### config.mk
export PLATFORM = sky130hd
export DESIGN_NAME = rx_ds_token
export DESIGN_NICKNAME = d
export VERILOG_FILES = /design/src/rtl/rx_ds_token.sv
export SDC_FILE = /design/constraint.sdc
export NUM_CORES = 1
export LEC_CHECK = 0
export BUFFER_PORTS_ARGS = -buffer_cell sky130_fd_sc_hd__buf_2
export CORE_ASPECT_RATIO = 1.1
export CORE_UTILIZATION = 50
export DETAILED_ROUTE_END_ITERATION = 8
export PLACE_DENSITY_LB_ADDON = 0.08
export SLEW_MARGIN = 20
export SYNTH_ARGS = -nofsm -noshare
export SYNTH_HDL_FRONTEND = slang
export SYNTH_SLANG_ARGS = --single-unit
### constraint.sdc
create_clock -name rxClk -period 5.9 [get_ports rxClk]
set_input_delay 0.59 -clock rxClk [delete_from_list [all_inputs] [get_ports rxClk]]
set_output_delay 0.59 -clock rxClk [all_outputs]
set_load 0.005 [all_outputs]
### src/rtl/rx_ds_token.sv
// rx_ds_token: turns decoded N-chars/L-chars into link tokens
// (NULL, FCT, time codes, EOP/EEP) and queues data for the host side.
//
// Ports:
//   rxClk, rxReset      clock; asynchronous active-high reset
//   q, nchar, lchar     char from rx_DS_char (L-char code in q[1:0])
//   parityError         parity failure level from rx_DS_char
//   rdData, rdValid     FIFO head {marker, byte}; valid when non-empty
//   rdReady             pops the head when rdValid is high
//   fifoCount           entries currently held
//   gotNull/gotFct/tick one-cycle token pulses
//   timeCode            last time code received
//   nullSeen, escError, parError, overflow   sticky status flags
module rx_ds_token #(
    parameter int DEPTH_LOG2 = 3
) (
    input  logic                  rxClk,
    input  logic                  rxReset,
    input  logic [7:0]            q,
    input  logic                  nchar,
    input  logic                  lchar,
    input  logic                  parityError,
    output logic [8:0]            rdData,
    output logic                  rdValid,
    input  logic                  rdReady,
    output logic [DEPTH_LOG2:0]   fifoCount,
    output logic                  gotNull,
    output logic                  gotFct,
    output logic                  tick,
    output logic [7:0]            timeCode,
    output logic                  nullSeen,
    output logic                  escError,
    output logic                  parError,
    output logic                  overflow
);

    localparam int DEPTH = 1 << DEPTH_LOG2;
    localparam logic [DEPTH_LOG2:0] FULL_CNT = (DEPTH_LOG2 + 1)'(DEPTH);

    localparam logic [1:0] L_FCT = 2'd0;
    localparam logic [1:0] L_EEP = 2'd1;
    localparam logic [1:0] L_EOP = 2'd2;
    localparam logic [1:0] L_ESC = 2'd3;

    typedef enum logic [2:0] {
        WAIT_NULL,
        WAIT_ESC,
        RUN,
        ESC,
        HALT
    } state_t;

    state_t state, state_next;

    logic       is_fct, is_eep, is_eop, is_esc;
    logic       push_req;
    logic [8:0] push_data;
    logic       null_hit, fct_hit, tick_hit, esc_bad;

    logic [8:0]            mem [DEPTH];
    logic [DEPTH_LOG2-1:0] wr_ptr, rd_ptr;
    logic                  pop, full, push_ok;

    always_comb begin
        state_next = state;
        push_req   = 1'b0;
        push_data  = 9'h000;
        null_hit   = 1'b0;
        fct_hit    = 1'b0;
        tick_hit   = 1'b0;
        esc_bad    = 1'b0;
        is_fct     = lchar && (q[1:0] == L_FCT);
        is_eep     = lchar && (q[1:0] == L_EEP);
        is_eop     = lchar && (q[1:0] == L_EOP);
        is_esc     = lchar && (q[1:0] == L_ESC);

        // A parity failure wins over any char strobed in the same cycle.
        if (parityError) begin
            state_next = HALT;
        end else begin
            unique case (state)
                WAIT_NULL: begin
                    if (is_esc) state_next = WAIT_ESC;
                end
                WAIT_ESC: begin
                    if (is_fct) begin
                        null_hit   = 1'b1;
                        state_next = RUN;
                    end else if (nchar || (lchar && !is_esc)) begin
                        state_next = WAIT_NULL;
                    end
                end
                RUN: begin
                    if (nchar) begin
                        push_req  = 1'b1;
                        push_data = {1'b0, q};
                    end else if (is_eop) begin
                        push_req  = 1'b1;
                        push_data = 9'h100;
                    end else if (is_eep) begin
                        push_req  = 1'b1;
                        push_data = 9'h101;
                    end else if (is_fct) begin
                        fct_hit = 1'b1;
                    end else if (is_esc) begin
                        state_next = ESC;
                    end
                end
                ESC: begin
                    if (is_fct) begin
                        null_hit   = 1'b1;
                        state_next = RUN;
                    end else if (nchar) begin
                        tick_hit   = 1'b1;
                        state_next = RUN;
                    end else if (lchar) begin
                        esc_bad    = 1'b1;
                        state_next = HALT;
                    end
                end
                HALT: begin
                    state_next = HALT;
                end
                default: begin
                    state_next = HALT;
                end
            endcase
        end
    end

    assign rdValid = (fifoCount != '0);
    assign full    = (fifoCount == FULL_CNT);
    assign pop     = rdValid && rdReady;
    // A full FIFO still accepts a push when the head leaves in the same cycle.
    assign push_ok = push_req && (!full || pop);
    assign rdData  = rdValid ? mem[rd_ptr] : 9'h000;

    always_ff @(posedge rxClk) begin
        if (push_ok) mem[wr_ptr] <= push_data;
    end

    always_ff @(posedge rxClk or posedge rxReset) begin
        if (rxReset) begin
            state     <= WAIT_NULL;
            wr_ptr    <= '0;
            rd_ptr    <= '0;
            fifoCount <= '0;
            gotNull   <= 1'b0;
            gotFct    <= 1'b0;
            tick      <= 1'b0;
            timeCode  <= 8'h00;
            nullSeen  <= 1'b0;
            escError  <= 1'b0;
            parError  <= 1'b0;
            overflow  <= 1'b0;
        end else begin
            state   <= state_next;
            gotNull <= null_hit;
            gotFct  <= fct_hit;
            tick    <= tick_hit;
            if (tick_hit)    timeCode <= q;
            if (null_hit)    nullSeen <= 1'b1;
            if (esc_bad)     escError <= 1'b1;
            if (parityError) parError <= 1'b1;
            if (push_req && !push_ok) overflow <= 1'b1;
            if (push_ok) wr_ptr <= wr_ptr + 1'b1;
            if (pop)     rd_ptr <= rd_ptr + 1'b1;
            if (push_ok && !pop)      fifoCount <= fifoCount + 1'b1;
            else if (pop && !push_ok) fifoCount <= fifoCount - 1'b1;
        end
    end

endmodule

Word-level counts from Yosys, hierarchy flattened
Memories as Yosys holds them, arrays and structs flattened.
Cells that the tools add are included.
- flip-flop bits (word level): 28
- logic and storage cells: 99
- input bits: 14
- latch bits: 0
- memory bits (read-only): 0
- memory bits (writable): 72
- memories kept: 1
- mux-type cells: 45
- multipliers: 0
- divide/modulo/power cells: 0
- reductions and logical operators: 22
- equality and inequality tests: 15
- add/subtract/negate cells: 4
- shift operators: 0
- bitwise gates (word level): 0
- order comparisons: 0
- memory list (memory ; words ; width ; rd ports ; clocked after memory_dff ; write ports ; RTL line ; text):
    mem ; 8 ; 9 ; 1 ; 0 ; 1 ; 60 ; logic [8:0] mem [DEPTH];
- operators by type and width (kind ; count):
    9-bit two-way mux ; 6
    3-bit two-way mux ; 12
    1-bit two-way mux ; 24
    3-bit inequality test, second input constant ; 6
    3-bit one-hot mux with 4 select lines ; 1
    1-bit logical AND ; 10
    4-bit two-way mux ; 2
    8-bit AND reduction ; 1
    3-bit by 1-bit adder with 3-bit output, second input constant ; 2
    3-bit by 2-bit == test with 1-bit output, second input constant ; 2
    5-bit inequality test, second input constant ; 1
    4-bit by 1-bit adder with 4-bit output, second input constant ; 1
    2-bit == test, second input constant ; 2
    4-bit == test, second input constant ; 1
    1-bit zero test ; 4
    4-bit inequality test, second input constant ; 1
    4-bit nonzero test ; 1
    4-bit by 1-bit subtractor with 4-bit output, second input constant ; 1
    3-bit by 1-bit == test with 1-bit output, second input constant ; 1
    3-bit zero test ; 1
    2-bit by 1-bit == test with 1-bit output, second input constant ; 1
    2-bit zero test ; 1
    1-bit logical OR ; 2
    2-bit nonzero test ; 1
    2-bit OR reduction ; 1

Depth between registers and ports, before layout
- depth in word-level cells: 12
- depth in mapped cells: 12
- depth with buffers taken out: 11

Worst setup path after synthesis
OpenSTA, ideal clock, no wires.
- path type: input to register
- start point: input parityError
- end point: register fifoCount[3]
- slack: 2798 ps
- stages: 11
- arrival time: 2976 ps
- library setup time: 126 ps
- path through: or4b_4 -> a211oi_4 -> nand2_4 -> inv_1 -> ha_1 -> inv_1 -> ha_1 -> a21o_1 -> a2111oi_0 -> a31oi_1 -> a221o_1
- longest elaborated chain between the ends: 5
- elaborated cells between the ends (all ways): 7
- RTL lines (what ; RTL line ; text):
    from (decl) ; 22 ; input logic parityError,
    1-bit two-way mux * ; 78 ; if (parityError) begin
    1-bit logical AND * ; 135 ; assign push_ok = push_req && (!full || pop);
    named net push_ok ; 62 ; logic pop, full, push_ok;
    1-bit zero test ; 169 ; else if (pop && !push_ok) fifoCount <= fifoCount - 1'b1;
    1-bit logical AND ; 169 ;
    2-bit nonzero test (no source line) ; -- ;
    to (signal assigned) ; 168 ; if (push_ok && !pop) fifoCount <= fifoCount + 1'b1;
    to (signal assigned) ; 169 ;
    to (decl) ; 26 ; output logic [DEPTH_LOG2:0] fifoCount,
The timed path passes the listed nets; every way through them passes the cells marked *.
A chain may end at the register's enable or synchronous reset.

Worst setup path after layout
- start point: register state[0]
- end point: register fifoCount[3]
- longest elaborated chain between the ends: 7
- elaborated cells between the ends (all ways): 9
- RTL lines (what ; RTL line ; text):
    from (decl) ; 53 ; state_t state, state_next;
    from (signal assigned) ; 157 ; state <= state_next;
    3-bit by 2-bit == test with 1-bit output * ; 81 ; unique case (state)
    1-bit two-way mux * ; 81 ;
    1-bit two-way mux * ; 78 ;
    1-bit logical AND * ; 135 ;
    named net push_ok ; 62 ;
    1-bit zero test ; 169 ;
    1-bit logical AND ; 169 ;
    2-bit nonzero test (no source line) ; -- ;
Marks and branches as above.

==> reports/results.tsv <==
stage	metric	value	unit
drt	Post-DRT Antenna Nets	0	
yosys	Post-synth EDFFs	72	
power_and_ir_drop	clock share of power	26.8	%
floorplan	DIE AREA	8660	um^2
worst_setup_path	Crit path arrival time	3.50	ns
timing	Tcrit/Tclk final	55.2	%
yosys	yosys warns	0	
yosys	Async SR Flop Fraction	28.0	%
clocking	Num CTS Buffers	9	
timing	final setup fails	0	
worst_setup_path	Critical Path RT	6.14	ns
final_layout	layout cells sized above 1	34.3	%
yosys	sequential share of the synthesized area	69.0	%
worst_setup_path	flop-to-flop setup slack	2.64	ns
clocking	CTS Root Cell	clkbuf_8	
timing	Slew HR	29.5	%
floorplan	floorplan row count	34	
final_layout	# nets final	312	
yosys	Synth Instances	243	
yosys	synth unique cells	41	
clocking	CTS Buffer Depth	2	
drt	DR vias	2203	
power_and_ir_drop	Psw	432	uW
clocking	Worst-Skew Late Latency	0.35	ns
global_route	Tot GR Track Use	18.9	%
yosys	Mapped Area	4150	um^2
global_route	vias in the first global route	2310	
power_and_ir_drop	Static Leak	1.58	nW
yosys	main flop type after synthesis	edfxtp_1	
placed_design	gpl congestion	0.773	
worst_setup_path	Startpoint Class	flip-flop	
placed_design	HPWL Detailed	4800	um
drt	routed wire length	7160	um
timing	worst slew pin tran	1.05	ns
timing	Worst Skew	0.0117	ns
run_status	status	completed	
placed_design	number of buffers added on ports	42	
drt	DR WL/cell	17.7	um
power_and_ir_drop	Int Pwr	1.11	mW
final_layout	area growth from synthesis to layout	13.5	%
power_and_ir_drop	Sw Ratio	28.1	%
yosys	Avg Cell Area, Syn	17.1	um^2
yosys	FF+latch count, synth	100	
final_layout	Antenna Cells	0	
power_and_ir_drop	sequential power share	55.0	%
final_layout	Post-Layout Cell Count	405	
worst_setup_path	crit-path max FO	9	
clocking	Resized Gates After CTS	0	
timing	Hold Vio Cnt, Final	0	
floorplan	Die Span X	88.8	um
power_and_ir_drop	Gate power share	18.2	%
global_route	antenna violations before repair	0	
timing	final number of max-transition violations	0	
timing	crit path time final	3.26	ns
clocking	Sink Count	100	
clocking	CTS tree	built	
min_path	HP Class	input pin to asynchronous set/reset pin	
drt	drt initial violations	147	
global_route	largest net degree at the start of global routing	29	
floorplan	Core Box Area	7960	um^2
clocking	htree depth	3	
clocking	clock-pin slew on the worst setup and hold paths	0.09	ns
timing	Fmax achieved	307	MHz
floorplan	Starting Density	52.1	%
final_layout	Fillers	621	
placed_design	placed instance count	389	
floorplan	die height	97.5	um
worst_setup_path	crit path capture type	flip-flop	
yosys	Synthesized Nets	263	
timing	RSZ-0062 raised after global routing	no	
run	max-cap viol count	0	
timing	Worst Setup Slack, final	2.64	ns
placed_design	dpl ws	2.47	ns
drt	DR DRC count	0	
timing	Setup Total Neg Slack	0	ns
clocking	setup bufs post-CTS	0	
worst_setup_path	crit path kind	flip-flop to flip-flop	
global_route	first-pass GRT wire length	11800	um
power_and_ir_drop	PwrDens	327	nW/um^2
drt	Via density	5.44	
floorplan	num ports	43	
power_and_ir_drop	Worst VDD drop	0.208	mV
global_route	grt ovf	0	
drt	DR pass1 iterations	4	
clocking	Post-CTS Hold Buffers	0	
cell families (layout without fill, tap and decap cells):
group,count (synthesis),after routing,share of synthesized area (%)
XOR/XNOR,7,7,1.48
flip-flops,100,100,69.0
buffers and inverters,15,69,1.60
multiplexers,37,37,14.8
adder cells (fa/ha/maj),6,6,1.99
AND/OR/NAND/NOR,62,62,7.93
AO/OA/AOI/OAI,16,16,3.23
area by class of cell:
| cell class | count | area (um^2) | share of cell area (%) |
|---|---|---|---|
| Sequential cell | 100 | 2860 | 60.8 |
| Multi-Input combinational cell | 128 | 1250 | 26.6 |
| Timing Repair Buffer | 45 | 233 | 4.95 |
| Clock buffer | 11 | 153 | 3.24 |
| Tap cell | 108 | 135 | 2.87 |
| Clock inverter | 5 | 41.3 | 0.877 |
| Inverter | 8 | 30.0 | 0.638 |
layer usage:
metal | global-route usage, % | wire length (um)
met2 | 29.9 | 3620
met3 | 2.89 | 222
met4 | 7.94 | 137
met1 | 26.2 | 3180
met5 | 0 | 0
cells in the final DEF, fill, tap and decap left out, types with 2 or more instances in the layout:
cell / n
ha_1: 5
o21ai_0: 2
nor3_1: 6
clkinvlp_4: 2
nand2b_1: 3
a31oi_1: 2
xnor2_1: 7
buf_2: 42
nor4_2: 3
nor3_2: 4
mux2i_1: 9
or2_2: 2
nor2_1: 18
and2_1: 7
inv_1: 7
a2111oi_0: 2
nand3_1: 5
clkbuf_8: 9
inv_6: 2
mux2_2: 9
nor2b_1: 2
edfxtp_1: 72
dfrtp_1: 28
and3_1: 2
buf_4: 3
nand2_1: 6
mux4_2: 18
power by group through the flow:
stage	sequential, mW	clock, mW	combinational, mW
floorplan	0.813	0	0.237
global placement	0.865	0	0.284
detailed placement	0.863	0	0.287
CTS	0.848	0.426	0.288
global route	0.855	0.455	0.315
finish	0.846	0.413	0.281
Yosys cell counts, drive strengths merged (2+ instances only):
| cell type | n | area [um^2] |
|---|---|---|
| nor4 | 4 | 31.3 |
| inv | 8 | 30.0 |
| and3 | 2 | 12.5 |
| nand3 | 5 | 25.0 |
| nand2 | 7 | 33.8 |
| dfrtp | 28 | 701 |
| mux4 | 18 | 405 |
| and2 | 7 | 43.8 |
| nor2b | 2 | 12.5 |
| mux2i | 9 | 90.1 |
| ha | 5 | 62.6 |
| or2 | 2 | 12.5 |
| a31oi | 2 | 12.5 |
| clkbuf | 2 | 7.51 |
| nand2b | 3 | 18.8 |
| mux2 | 10 | 116 |
| a2111oi | 2 | 17.5 |
| nor3 | 10 | 50.1 |
| edfxtp | 72 | 2160 |
| o21ai | 2 | 10.0 |
| nor2 | 18 | 67.6 |
| buf | 5 | 28.8 |
| xnor2 | 7 | 61.3 |
worst max-delay path: stages (launching register included):
cell,delay (ns)
dfrtp_1,0.47
or4b_4,0.62
a211oi_4,0.27
nand2_4,0.14
inv_1,0.08
ha_1,0.18
inv_1,0.11
ha_1,0.29
a21o_1,0.21
a2111oi_0,0.39
a31oi_1,0.08
a221o_1,0.32
path summary, 6_finish.rpt:
check / start / endpoint / cells after the start
max in group asynchronous: rxReset / wr_ptr[2] / 2
hold / removal: rxReset / overflow / 2
setup reg to reg: state[0] / fifoCount[3] / 11
min in group rxClk: parityError / state[1] / 2
setup / recovery: state[0] / fifoCount[3] / 11
hold reg to reg: nullSeen / nullSeen / 1
through the flow:
stage	power [mW]	utilization, %	cell area [um^2]	hold slack [ns]
after floorplan	1.05	-	4150	0.460
final	1.54	59.2	4710	0.292
after global placement	1.15	56.6	4510	0.451
after detailed placement	1.15	56.6	4510	0.451
after CTS	1.56	59.1	4700	0.432
after global routing	1.62	59.2	4710	0.339
flip-flops by register name, summed over array words and instances, names as in the netlist:
name	cells
mem	72
timeCode	8
fifoCount	4
rd_ptr	3
state	3
wr_ptr	3
escError	1
gotFct	1
gotNull	1
nullSeen	1
overflow	1
parError	1
tick	1
(Power assumes the default switching activity.)
